[config.mk]
export PLATFORM = sky130hd
export DESIGN_NAME = spike_rate_decoder
export DESIGN_NICKNAME = d
export VERILOG_FILES = /design/src/rtl/spike_rate_decoder.sv
export SDC_FILE = /design/constraint.sdc
export NUM_CORES = 1
export LEC_CHECK = 0
export ABC_CLOCK_PERIOD_IN_PS = 2600
export BUFFER_PORTS_ARGS = -buffer_cell sky130_fd_sc_hd__buf_2
export CAP_MARGIN = 20
export CORE_ASPECT_RATIO = 1.5
export CORE_MARGIN = 2
export CORE_UTILIZATION = 30
export DETAILED_ROUTE_END_ITERATION = 10
export PLACE_DENSITY = 0.53
export SKIP_LAST_GASP = 1
export SYNTH_ARGS = -nofsm -noshare
export SYNTH_HDL_FRONTEND = slang
export SYNTH_SLANG_ARGS = --single-unit
export TNS_END_PERCENT = 1
[constraint.sdc]
create_clock -name clk -period 2.6 [get_ports clk]
set_input_delay 0.13 -clock clk [delete_from_list [all_inputs] [get_ports clk]]
set_output_delay 0.13 -clock clk [all_outputs]
set_load 0.005 [all_outputs]
[src/rtl/spike_rate_decoder.sv]
// spike_rate_decoder: counts spikes per channel over a programmable window,
// then scans the counts one channel per clock to find the most active
// channel and presents the result over a valid/ready handshake.
//
// Optional build macro: SPIKE_DECODER_SAT_EN
//   defined   -> per-channel counters saturate at 2^CNT_W-1
//   undefined -> per-channel counters wrap modulo 2^CNT_W
//   res_ovf is reported the same way in both builds.
//
// Ports:
//   clk, rst_n   clock, asynchronous active-low reset
//   spikes_in    one spike line per channel, sampled each clk in ACCUM
//   enable       start a window from IDLE, or chain a new one after a handshake
//   clear        synchronous abort to IDLE (priority over everything else)
//   window_len   samples per window, latched at window start (0 -> 2^WIN_W)
//   res_valid    result available (HOLD)
//   res_ready    consumer accepts result
//   res_winner   lowest-index channel holding the highest count
//   res_count    count of the winning channel
//   res_tie      another channel equals the winning count
//   res_ovf      some counter was at max and received another spike
//   busy         high while accumulating or scanning
module spike_rate_decoder #(
    parameter int unsigned CHANNELS = 8,
    parameter int unsigned CNT_W    = 8,
    parameter int unsigned WIN_W    = 8
) (
    input  logic                        clk,
    input  logic                        rst_n,
    input  logic [CHANNELS-1:0]         spikes_in,
    input  logic                        enable,
    input  logic                        clear,
    input  logic [WIN_W-1:0]            window_len,
    output logic                        res_valid,
    input  logic                        res_ready,
    output logic [$clog2(CHANNELS)-1:0] res_winner,
    output logic [CNT_W-1:0]            res_count,
    output logic                        res_tie,
    output logic                        res_ovf,
    output logic                        busy
);

    localparam int unsigned IDX_W  = $clog2(CHANNELS);
    localparam int unsigned WCNT_W = WIN_W + 1;
    localparam logic [CNT_W-1:0] CNT_MAX = '1;

    typedef enum logic [1:0] {S_IDLE, S_ACCUM, S_SCAN, S_HOLD} state_t;

    state_t             r_state;
    logic [CNT_W-1:0]   r_cnt [CHANNELS];
    logic [WCNT_W-1:0]  r_win;
    logic               r_ovf;
    logic [IDX_W-1:0]   r_idx;
    logic [IDX_W-1:0]   r_arg;
    logic [CNT_W-1:0]   r_max;
    logic               r_tie;

    logic [CNT_W-1:0]   w_cnt_inc [CHANNELS];
    logic               w_ovf_hit;
    logic [WCNT_W-1:0]  w_win_load;
    logic [CNT_W-1:0]   w_cur;
    logic               w_first;
    logic               w_gt;
    logic               w_eq;
    logic               w_last;
    logic [CNT_W-1:0]   w_nmax;
    logic [IDX_W-1:0]   w_narg;
    logic               w_ntie;

    // A zero length field encodes the full 2^WIN_W window.
    assign w_win_load = (window_len == '0) ? {1'b1, {WIN_W{1'b0}}} : WCNT_W'(window_len);

    // Per-channel next count for one accumulation sample.
    always_comb begin
        w_ovf_hit = 1'b0;
        for (int c = 0; c < CHANNELS; c++) begin
            w_cnt_inc[c] = r_cnt[c];
            if (spikes_in[c]) begin
                if (r_cnt[c] == CNT_MAX) begin
                    w_ovf_hit = 1'b1;
`ifdef SPIKE_DECODER_SAT_EN
                    w_cnt_inc[c] = CNT_MAX;
`else
                    w_cnt_inc[c] = '0;
`endif
                end else begin
                    w_cnt_inc[c] = r_cnt[c] + CNT_W'(1);
                end
            end
        end
    end

    // Running argmax step; channel 0 seeds the max, later channels replace
    // it only when strictly greater so the lowest index keeps ties.
    assign w_cur   = r_cnt[r_idx];
    assign w_first = (r_idx == '0);
    assign w_gt    = w_first || (w_cur > r_max);
    assign w_eq    = !w_first && (w_cur == r_max);
    assign w_last  = (r_idx == IDX_W'(CHANNELS - 1));
    assign w_nmax  = w_gt ? w_cur : r_max;
    assign w_narg  = w_gt ? r_idx : r_arg;
    assign w_ntie  = w_gt ? 1'b0 : (w_eq ? 1'b1 : r_tie);

    // Control FSM, counters and registered result outputs.
    always_ff @(posedge clk or negedge rst_n) begin
        if (!rst_n) begin
            r_state    <= S_IDLE;
            for (int c = 0; c < CHANNELS; c++) r_cnt[c] <= '0;
            r_win      <= '0;
            r_ovf      <= 1'b0;
            r_idx      <= '0;
            r_arg      <= '0;
            r_max      <= '0;
            r_tie      <= 1'b0;
            res_valid  <= 1'b0;
            res_winner <= '0;
            res_count  <= '0;
            res_tie    <= 1'b0;
            res_ovf    <= 1'b0;
            busy       <= 1'b0;
        end else if (clear) begin
            r_state   <= S_IDLE;
            for (int c = 0; c < CHANNELS; c++) r_cnt[c] <= '0;
            r_ovf     <= 1'b0;
            r_idx     <= '0;
            res_valid <= 1'b0;
            busy      <= 1'b0;
        end else begin
            case (r_state)
                S_IDLE: begin
                    if (enable) begin
                        r_state <= S_ACCUM;
                        for (int c = 0; c < CHANNELS; c++) r_cnt[c] <= '0;
                        r_ovf   <= 1'b0;
                        r_win   <= w_win_load;
                        busy    <= 1'b1;
                    end
                end
                S_ACCUM: begin
                    r_cnt <= w_cnt_inc;
                    r_ovf <= r_ovf | w_ovf_hit;
                    r_win <= r_win - WCNT_W'(1);
                    if (r_win == WCNT_W'(1)) begin
                        r_state <= S_SCAN;
                        r_idx   <= '0;
                    end
                end
                S_SCAN: begin
                    r_max <= w_nmax;
                    r_arg <= w_narg;
                    r_tie <= w_ntie;
                    r_idx <= r_idx + IDX_W'(1);
                    if (w_last) begin
                        r_state    <= S_HOLD;
                        r_idx      <= '0;
                        res_valid  <= 1'b1;
                        res_winner <= w_narg;
                        res_count  <= w_nmax;
                        res_tie    <= w_ntie;
                        res_ovf    <= r_ovf;
                        busy       <= 1'b0;
                    end
                end
                S_HOLD: begin
                    if (res_ready) begin
                        res_valid <= 1'b0;
                        if (enable) begin
                            r_state <= S_ACCUM;
                            for (int c = 0; c < CHANNELS; c++) r_cnt[c] <= '0;
                            r_ovf   <= 1'b0;
                            r_win   <= w_win_load;
                            busy    <= 1'b1;
                        end else begin
                            r_state <= S_IDLE;
                        end
                    end
                end
                default: r_state <= S_IDLE;
            endcase
        end
    end

endmodule

==> results of run 1 <==
-- sequential cells by signal, summed over array words and instances, names as in the netlist --
signal / flops
res_tie: 1
res_valid: 1
res_winner: 3
res_count: 8
r_idx: 3
r_cnt: 64
res_ovf: 1
r_tie: 1
r_state: 2
r_win: 9
busy: 1
r_ovf: 1
r_arg: 3
r_max: 8
-- layout make-up --
class / instances / area, um2 / area share [%]
inverter: 27 / 101 / 1.23
timing repair buffer: 142 / 1070 / 13.0
clock buffer: 10 / 229 / 2.78
tap: 268 / 335 / 4.07
multi-input combinational: 551 / 3790 / 46.0
clock inverter: 5 / 56.3 / 0.684
sequential: 106 / 2660 / 32.2
-- power by group through the flow --
| stage | registers, W | clock network (W) | logic (W) |
|---|---|---|---|
| after global placement | 0.00203 | 0 | 0.00191 |
| after floorplan | 0.00198 | 0 | 0.00121 |
| final | 0.00201 | 0.00139 | 0.00205 |
| after global routing | 0.00203 | 0.00148 | 0.00227 |
| after detailed placement | 0.00203 | 0 | 0.00192 |
| after CTS | 0.00200 | 0.00142 | 0.00198 |
-- how the worst max path moves through the flow --
stage                   endpoint      from  cells past startpoint  slack (ps)
detailed placement      r_max[3]  r_idx[0]                      9        -320
finish                  r_max[4]  r_idx[0]                     10        -240
CTS                     r_max[4]  r_idx[0]                     11        -210
global route            r_max[4]  r_idx[0]                     11        -370
global placement    res_count[5]  r_idx[0]                     11        -270
floorplan               r_arg[0]  r_idx[0]                     10        -240
-- cell usage after synthesis, types with 3 or more instances --
cell type,number
dfrtp_1,106
nand2_1,70
o21ai_0,53
nor2_1,49
a21oi_1,43
o21ai_1,40
nand3_1,34
o31ai_1,32
ha_1,26
inv_1,25
nand4_1,21
mux2i_1,19
a31oi_1,17
o22ai_1,16
buf_2,14
and3_1,12
nor3_1,11
mux2_1,10
clkbuf_1,9
mux4_2,8
nor2b_1,7
o221ai_2,7
nand2b_1,6
and4_1,5
o41ai_1,5
or2_1,5
buf_1,4
a21o_1,3
a221o_1,3
a32o_1,3
and2_1,3
mux2_2,3
nor4_1,3
o211ai_1,3
-- stage by stage --
stage          TNS, ps  area [um2]  hold slack (ps)
2_1_floorplan    -4480        6500             -166
3_3_place_gp     -5530        7650             83.1
3_5_place_dp     -6540        7650             83.0
4_1_cts          -4440        8040             42.4
5_1_grt          -8100        8230             59.5
6_report         -4860        8230             47.4
-- kinds of logic (layout without fill, tap and decap cells) --
logic type               count (synthesis)  count (layout)  synth area share, %
AO/OA/AOI/OAI                          249             249                 24.9
AND/OR/NAND/NOR                        235             236                 17.7
flip-flops                             106             106                 40.9
buffers and inverters                   56             184                 3.62
multiplexers                            40              40                 7.96
adder cells (fa/ha/maj)                 26              26                 5.01
-- metal layers --
metal,track usage [%],vias to the layer above,part of all wire [%]
li1,-,2953,-
met1,21.0,2981,41
met2,32.9,121,53
met3,2.29,30,2.6
met4,6.88,0,3.0
met5,0,-,0
-- critical path: stages (launching register included) --
cell,delay [ps]
dfrtp_2,440
mux4_2,520
nand2_2,80
o221ai_2,90
ha_1,310
a211o_1,320
o211ai_1,170
nand4_1,170
buf_6,170
nand3_4,140
mux2_4,310
-- repair_timing --
item                       in CTS  in global routing
setup endpoints to repair      24                 24
gates resized for setup        17                 22
gates cloned                    1                  0
hold endpoints to repair       23                  0
setup buffers                   3                  8
pin swaps                      13                 16
hold buffers                    1                  0
==> impl_results.md, run 1 <==
- Remaining global-route overflow: 0
- Total CTS buffers: 9
- Setup CP Type: reg -> reg
- Sw Share: a little under two fifths
- WHS Path Cells: 2
- Fraction of registers with async set/reset: 100%
- Maximum vdd drop: between 0.0003 and 0.0004 V
- CP Launch Type: flip-flop
- TritonCTS clock tree: built
- Yosys warning total: 0
- Mapped Area: about 0.0065 mm2
- Slew @ Worst Pin: 778 ps
- CP required: roughly 2800 ps
- Syn_nets: 759
- Worst hold path type: in -> reg
- Sw Pwr: between 0.002 and 0.0025 W
- Final Setup Violations: 24
- Total Routing Usage GR: 18.0%
- Diode count: 0
- Final period util: 109%
- Die Span Y: approximately 180 um
- Outcome: finished with violations
- DR pass1 iterations: 5
- Max_slew headroom: between 40% and 50%
- Failing checks: negative setup slack
- Core box area: approximately 0.021 mm2
- Design Power: ~0.0054 W
- CP Max Fanout: 5
- Final Hold Violating Endpoints: 0
- Tmin final: approximately 2800 ps
- Die span in x: approximately 120 um
- Vias: between 6,000 and 7,000
- Worst Hold Launch: clear
- R2R setup slack: -240 ps
- Cell Int Power: roughly 0.0034 W
- Number of top-level pins: 36
- Synth area leaders: dfrtp_1, ha_1, o21ai_0, nand2_1, o31ai_1
- F_max: about 350 MHz
- H-tree levels: 3
- Vias in the first global route: ~6,100
- Initial drt markers: about 360
- Number of fill cells in the layout: between 2,000 and 2,500
- DRC: 0
- Largest net degree at the start of global routing: around 50
- Seq/Total Area, Yosys: between 40 and 50%
- Pre-CTS worst setup slack: -319 ps
- Post-synth top area cell: dfrtp_1
- Post-Layout Cell Count: ~1,100
- Layout cells sized above 1: 24.7%
- Top-area cell type share of the netlist area: 40.9%
- Area Overhead vs Synth: 26.9%
- Routed Antenna Nets: 0
- Endpoint of the worst hold path: res_valid
- Post-synthesis average cell area: a little over 9 um2
- Drt wl/cell: 17.8 um
- WL final: approximately 20,000 um
- Reg power frac: approximately 37%
- First-pass GRT wire length: 32,200 um
- Nets: slightly below 900
- Via-to-Cell Ratio: 5.49
- Post-synth EDFFs: 0
- Die ar.: between 0.02 and 0.025 mm2
- Gp weighted congestion: about 0.85
- Most frequent cells in the layout: dfrtp_1, buf_4, nand2_1
- Seq cells post-synth: around 110
- Clock power frac: 25.5%
- Initial antenna violation count: 0
- Clock skew: about 13 ps
- Synth Instances: 712
- Detailed Place HPWL: 14,800 um
- Worst R2R Path Depth: 10
- Reg2reg start: r_idx[0]
- Worst-Skew Late Latency: between 300 and 400 ps
- Row Count: 65
- Util after Layout: 38.9%
- I/O Buffers: 35
- Static leakage: around 3.5 nW
- CP Capture Type: flip-flop
- Clk sinks: 106
- Predominant post-synthesis flop cell: dfrtp_1
- Initial Util: a little under a third
- Most common cell after layout, fill and taps aside: dfrtp_1
- Final Slew Violations: 0
- Clk slew on worst S/H paths: about 70 ps
- Clock Root Buffer: clkbuf_16
- Dpl cells: 1,081
- Clk buf depth: 2
- CP Data Arrival Time: between 3000 and 4000 ps
- Comb power frac: between 30% and 40%
- Total of max-cap violations: 0
- Unrepaired setup endpoints after global routing: yes
- Yosys cell types: between 60 and 70
- Final setup margin: -241 ps
- Pwr dens: about 660 mW/mm2
- Reg2reg end: r_max[4]
Note: power is estimated with default switching activity, not from simulation.
==> inputs of run 2 (changes only) <==
Settings changed: CORE_UTILIZATION 30 to 56, PLACE_DENSITY 0.53 to 0.83.
==> impl_results.md, run 2 (synthesis gave the netlist of run 1 again) <==
- Outcome: finished with violations
- Failing checks: negative setup slack
- Unrepaired setup endpoints after global routing: yes
- TritonCTS clock tree: built
- Row Count: 48
- Setup TNS: -9630 ps
- Cell Area, Placed: around 0.0074 mm2
- F_max: about 330 MHz
- Met2 Track Usage GR: a little over half
- Die Span Y: between 100 and 150 um
- Clk sinks: 106
- DR pass1 iterations: 5
- Total CTS buffers: 9
- Largest net degree at the start of global routing: 57
- Initial antenna violation count: 0
- Slowest CP cell: mux4_2
- Final Slew Violations: 0
- Met1 Use GR: between 30% and 40%
- R2R setup slack: -470 ps
- Buf+Inv Stages, Crit Path: 2
- CP Capture Type: flip-flop
- Max incr delay on CP: between 400 and 500 ps
- Nets: 864
- Most used routing layer: met2
- Core box area: between 0.01 and 0.015 mm2
- Die ar.: roughly 0.012 mm2
- CP top delay family: multiplexers
- Biggest registers after layout: r_cnt: 64 flops, r_win: 9 flops
- Remaining global-route overflow: 0
- Largest reg by FF count: r_cnt
- Initial drt markers: 554
- Gp weighted congestion: between 0.9 and 1
- Detailed Place HPWL: between 10,000 and 15,000 um
- Setup CP Type: reg -> reg
- Crit-path cells: buf_12 -> mux4_2 -> nand2_1 -> o221ai_2 -> ha_1 -> nor2b_1 -> o211ai_1 -> nand4_1 -> buf_6 -> nand3_4 -> mux2_4
- Final Hold Violating Endpoints: 0
- Total Routing Usage GR: a little under a third
- I/O Buffers: 35
- Total of max-cap violations: 0
- DRC: 0
- Max_slew headroom: about 47%
- Final Setup Violations: 24
- Clk buf depth: 2
- Clock skew: between 7 and 8 ps
- CP Max Fanout: 7
- Max reg flops: 64
- Routed Antenna Nets: 0
- Number of top-level pins: 36
- Worst-Skew Late Latency: roughly 350 ps
- WL final: around 19,000 um
- CP required: 2830 ps
- First-pass GRT wire length: about 30,000 um
- Initial Util: 56.9%
- Maximum vdd drop: around 0.00047 V
- Tmin final: 3070 ps
- Vias: 6,460
- Drt wl/cell: 19.7 um
- Util after Layout: between 60% and 70%
- Post-route cell area: 0.00795 mm2
- H-tree levels: 3
- Worst hold path type: in -> reg
- Area Overhead vs Synth: 22.5%
- Pwr dens: slightly below 700 mW/mm2
- GR Util met3: 4.77%
- Vias in the first global route: ~6,200
- Clock Root Buffer: clkbuf_16
- Most frequent cells in the layout: dfrtp_1, buf_4, nand2_1
- Layout cells sized above 1: between 20% and 30%
- Diode count: 0
- Clk slew on worst S/H paths: roughly 70 ps
- Via-to-Cell Ratio: between 6 and 7
- CP Launch Type: flip-flop
- Final setup margin: -473 ps
- Die span in x: slightly above 90 um
- Final period util: 118%
- Most common cell after layout, fill and taps aside: dfrtp_1
- CP Data Arrival Time: between 3000 and 4000 ps
- Slew @ Worst Pin: between 700 and 800 ps
- Static leakage: between 3 and 4 nW
run 2: worst reg2reg max path, stage by stage (launching register included):
cell	delay [ps]
dfrtp_2	430
buf_12	140
mux4_2	480
nand2_1	90
o221ai_2	100
ha_1	320
nor2b_1	150
o211ai_1	340
nand4_1	230
buf_6	200
nand3_4	140
mux2_4	320
run 2: timing repair:
item / in CTS / in global routing
buffers inserted: 3 / 5
hold buffers: 1 / 0
resized for setup: 17 / 30
cloned: 1 / 1
endpoints found under the setup margin: 24 / 24
pin swaps: 7 / 16
hold endpoints to repair: 55 / 0
run 2: cell type report:
class / instances / area (um2)
inverter: 27 / 101
clock buffer: 10 / 239
multi-input combinational: 551 / 3810
sequential: 106 / 2650
fill: 818 / 3460
timing repair buffer: 122 / 906
tap: 150 / 188
clock inverter: 6 / 47.5
run 2: per-stage QoR:
stage | setup WS (ps) | cells | hold slack (ps) | power [W]
floorplan | -240 | 712 | -166 | 0.00319
global placement | -228 | 945 | 243 | 0.00372
detailed placement | -364 | 945 | 240 | 0.00383
CTS | -246 | 966 | 69.1 | 0.00520
global route | -533 | 972 | 95.8 | 0.00565
finish | -473 | 972 | 74.9 | 0.00537
run 2: per-layer routing:
metal	share of wire [%]	vias to the layer above	wire length (um)
met4	5.9	0	1130
met5	0	-	0
met2	52	341	9940
li1	-	2920	-
met1	36	3105	6900
met3	6.4	94	1220
run 2: worst paths after layout:
check,start,endpoint,cells past startpoint
worst min-delay path,window_len[4],r_win[4],3
max in group asynchronous,rst_n,r_cnt[54],3
worst max-delay path,r_idx[0],r_max[3],11
worst min register to register,res_ovf,res_ovf,2
worst max register to register,r_idx[0],r_max[3],11
min in group asynchronous,rst_n,r_win[2],2
run 2: where the power goes:
group	leakage, nW	switching, W	internal, W
Clock	0.140	0.000637	0.000687
Combinational	1.84	0.00125	0.000788
Sequential	1.45	0.000193	0.00181
Total	3.43	0.00208	0.00329
==> inputs of run 3 (changes only) <==
Settings changed: CORE_MARGIN 2 to 3.
==> impl_results.md, run 3 (synthesis gave the netlist of run 1 again) <==
- Worst hold path type: in -> reg
- Clock skew: around 8.5 ps
- Dpl cells: 943
- CP required: ~2800 ps
- Die span in x: 93.9 um
- Initial drt markers: about 680
- Routed Antenna Nets: 0
- Nets: 860
- CP Max Fanout: 5
- Final Setup Violations: 25
- Max_slew headroom: between 50% and 60%
- Setup CP Type: reg -> reg
- Via-to-Cell Ratio: 6.71
- CP Capture Type: flip-flop
- Final setup margin: -483 ps
- Die Span Y: about 140 um
- Initial Util: around three fifths
- Remaining global-route overflow: 0
- H-tree levels: 3
- Max reg flops: between 60 and 70
- Final period util: 119%
- Pre-CTS worst setup slack: -349 ps
- Util after Layout: 70.3%
- Detailed Place HPWL: ~14,000 um
- Clk slew on worst S/H paths: roughly 80 ps
- Number of top-level pins: 36
- R2R setup slack: -480 ps
- Maximum vdd drop: about 0.00041 V
- Total Routing Usage GR: 31.0%
- Initial antenna violation count: 0
- Number of fill cells in the layout: between 800 and 900
- Unrepaired setup endpoints after global routing: yes
- Clk buf depth: 2
- Biggest registers after layout: r_cnt: 64 flops, r_win: 9 flops
- Tmin final: between 3000 and 4000 ps
- Largest net degree at the start of global routing: 55
- Row Count: 47
- Pwr dens: a little under 700 mW/mm2
- Final Slew Violations: 0
- First-pass GRT wire length: 31,400 um
- Drt wl/cell: around 20 um
- Diode count: 0
- CP Launch Type: flip-flop
- Gp weighted congestion: around 0.96
- Clock Root Buffer: clkbuf_16
- F_max: ~320 MHz
- Total of max-cap violations: 0
- DRC: 0
- Most frequent cells in the layout: dfrtp_1, buf_4, nand2_1
- Static leakage: 3.46 nW
- Total CTS buffers: 9
- Vias in the first global route: approximately 6,400
- Layout cells sized above 1: about a fifth
- Largest reg by FF count: r_cnt
- Slew @ Worst Pin: 726 ps
- CP Data Arrival Time: 3310 ps
- Area Overhead vs Synth: 21.1%
- TritonCTS clock tree: built
- Failing checks: negative setup slack
- Die ar.: 0.0129 mm2
- Most common cell after layout, fill and taps aside: dfrtp_1
- Post-Layout Cell Count: ~970
- Core box area: 0.0112 mm2
- Outcome: finished with violations
- DR pass1 iterations: 8
- Clk sinks: approximately 110
- Vias: ~6,500
- Worst-Skew Late Latency: about 350 ps
- Final Hold Violating Endpoints: 0
- WL final: ~20,000 um
- I/O Buffers: 35
## run 3: cell types whose count changed in the layout (fill, tap and decap cells not counted), sizes merged
cell | before | now
buf | 121 | 117
inv | 30 | 27
bufinv | 0 | 2
clkinvlp | 1 | 3
clkinv | 2 | 1
## run 3: cell type report
class / count / area [um2] / area share [%]
multi-input combinational: 551 / 3730 / 47.5
sequential: 106 / 2650 / 33.8
timing repair buffer: 118 / 865 / 11.0
clock buffer: 10 / 229 / 2.91
tap: 147 / 184 / 2.34
inverter: 27 / 101 / 1.29
clock inverter: 6 / 91.3 / 1.16
## run 3: path summary, 6_finish.rpt
| kind | from | cells after the start | end |
|---|---|---|---|
| max | r_idx[0] | 10 | r_arg[0] |
| min | window_len[5] | 3 | r_win[5] |
| max reg2reg | r_idx[0] | 10 | r_arg[0] |
| min reg2reg | res_ovf | 2 | res_ovf |
| max in group asynchronous | rst_n | 3 | res_ovf |
| min in group asynchronous | rst_n | 2 | r_win[5] |
## run 3: repair_timing
action,in CTS,in global routing
resized for setup,9,15
setup buffers,2,2
endpoints found under the hold margin,53,0
setup endpoints to repair,25,25
hold buffers,1,0
pin swaps,7,8
cloned,1,0
## run 3: power by group
part | total, W | switching [W] | internal (W) | leakage (nW)
clock network | 0.00148 | 0.000635 | 0.000847 | 0.145
registers | 0.00200 | 0.000193 | 0.00181 | 1.45
logic | 0.00196 | 0.00120 | 0.000760 | 1.86
## run 3: critical path, stage by stage, from the launching register on
cell	delay (ps)
dfrtp_2	440
buf_6	140
mux4_2	520
nand2_2	90
o221ai_4	140
ha_4	320
nand4_1	210
buf_6	200
a32oi_4	330
nand3_4	190
mux2_4	380
## run 3: per-layer routing
metal / global-route usage (%) / wire length (um) / up-vias
li1: - / - / 2923
met1: 34.1 / 7160 / 3162
met2: 56.7 / 10400 / 289
met3: 4.15 / 948 / 97
met4: 17.0 / 1210 / 0
met5: 0 / 0 / -
## run 3: stage by stage
stage	setup TNS (ps)	hold WS [ps]	area [um2]	total power, W
3_3_place_gp	-4170	227	7360	0.00374
5_1_grt	-11570	101	7860	0.00572
3_5_place_dp	-6930	230	7360	0.00385
4_1_cts	-5910	60.1	7750	0.00538
2_1_floorplan	-4480	-166	6500	0.00319
6_report	-9450	59.8	7860	0.00545
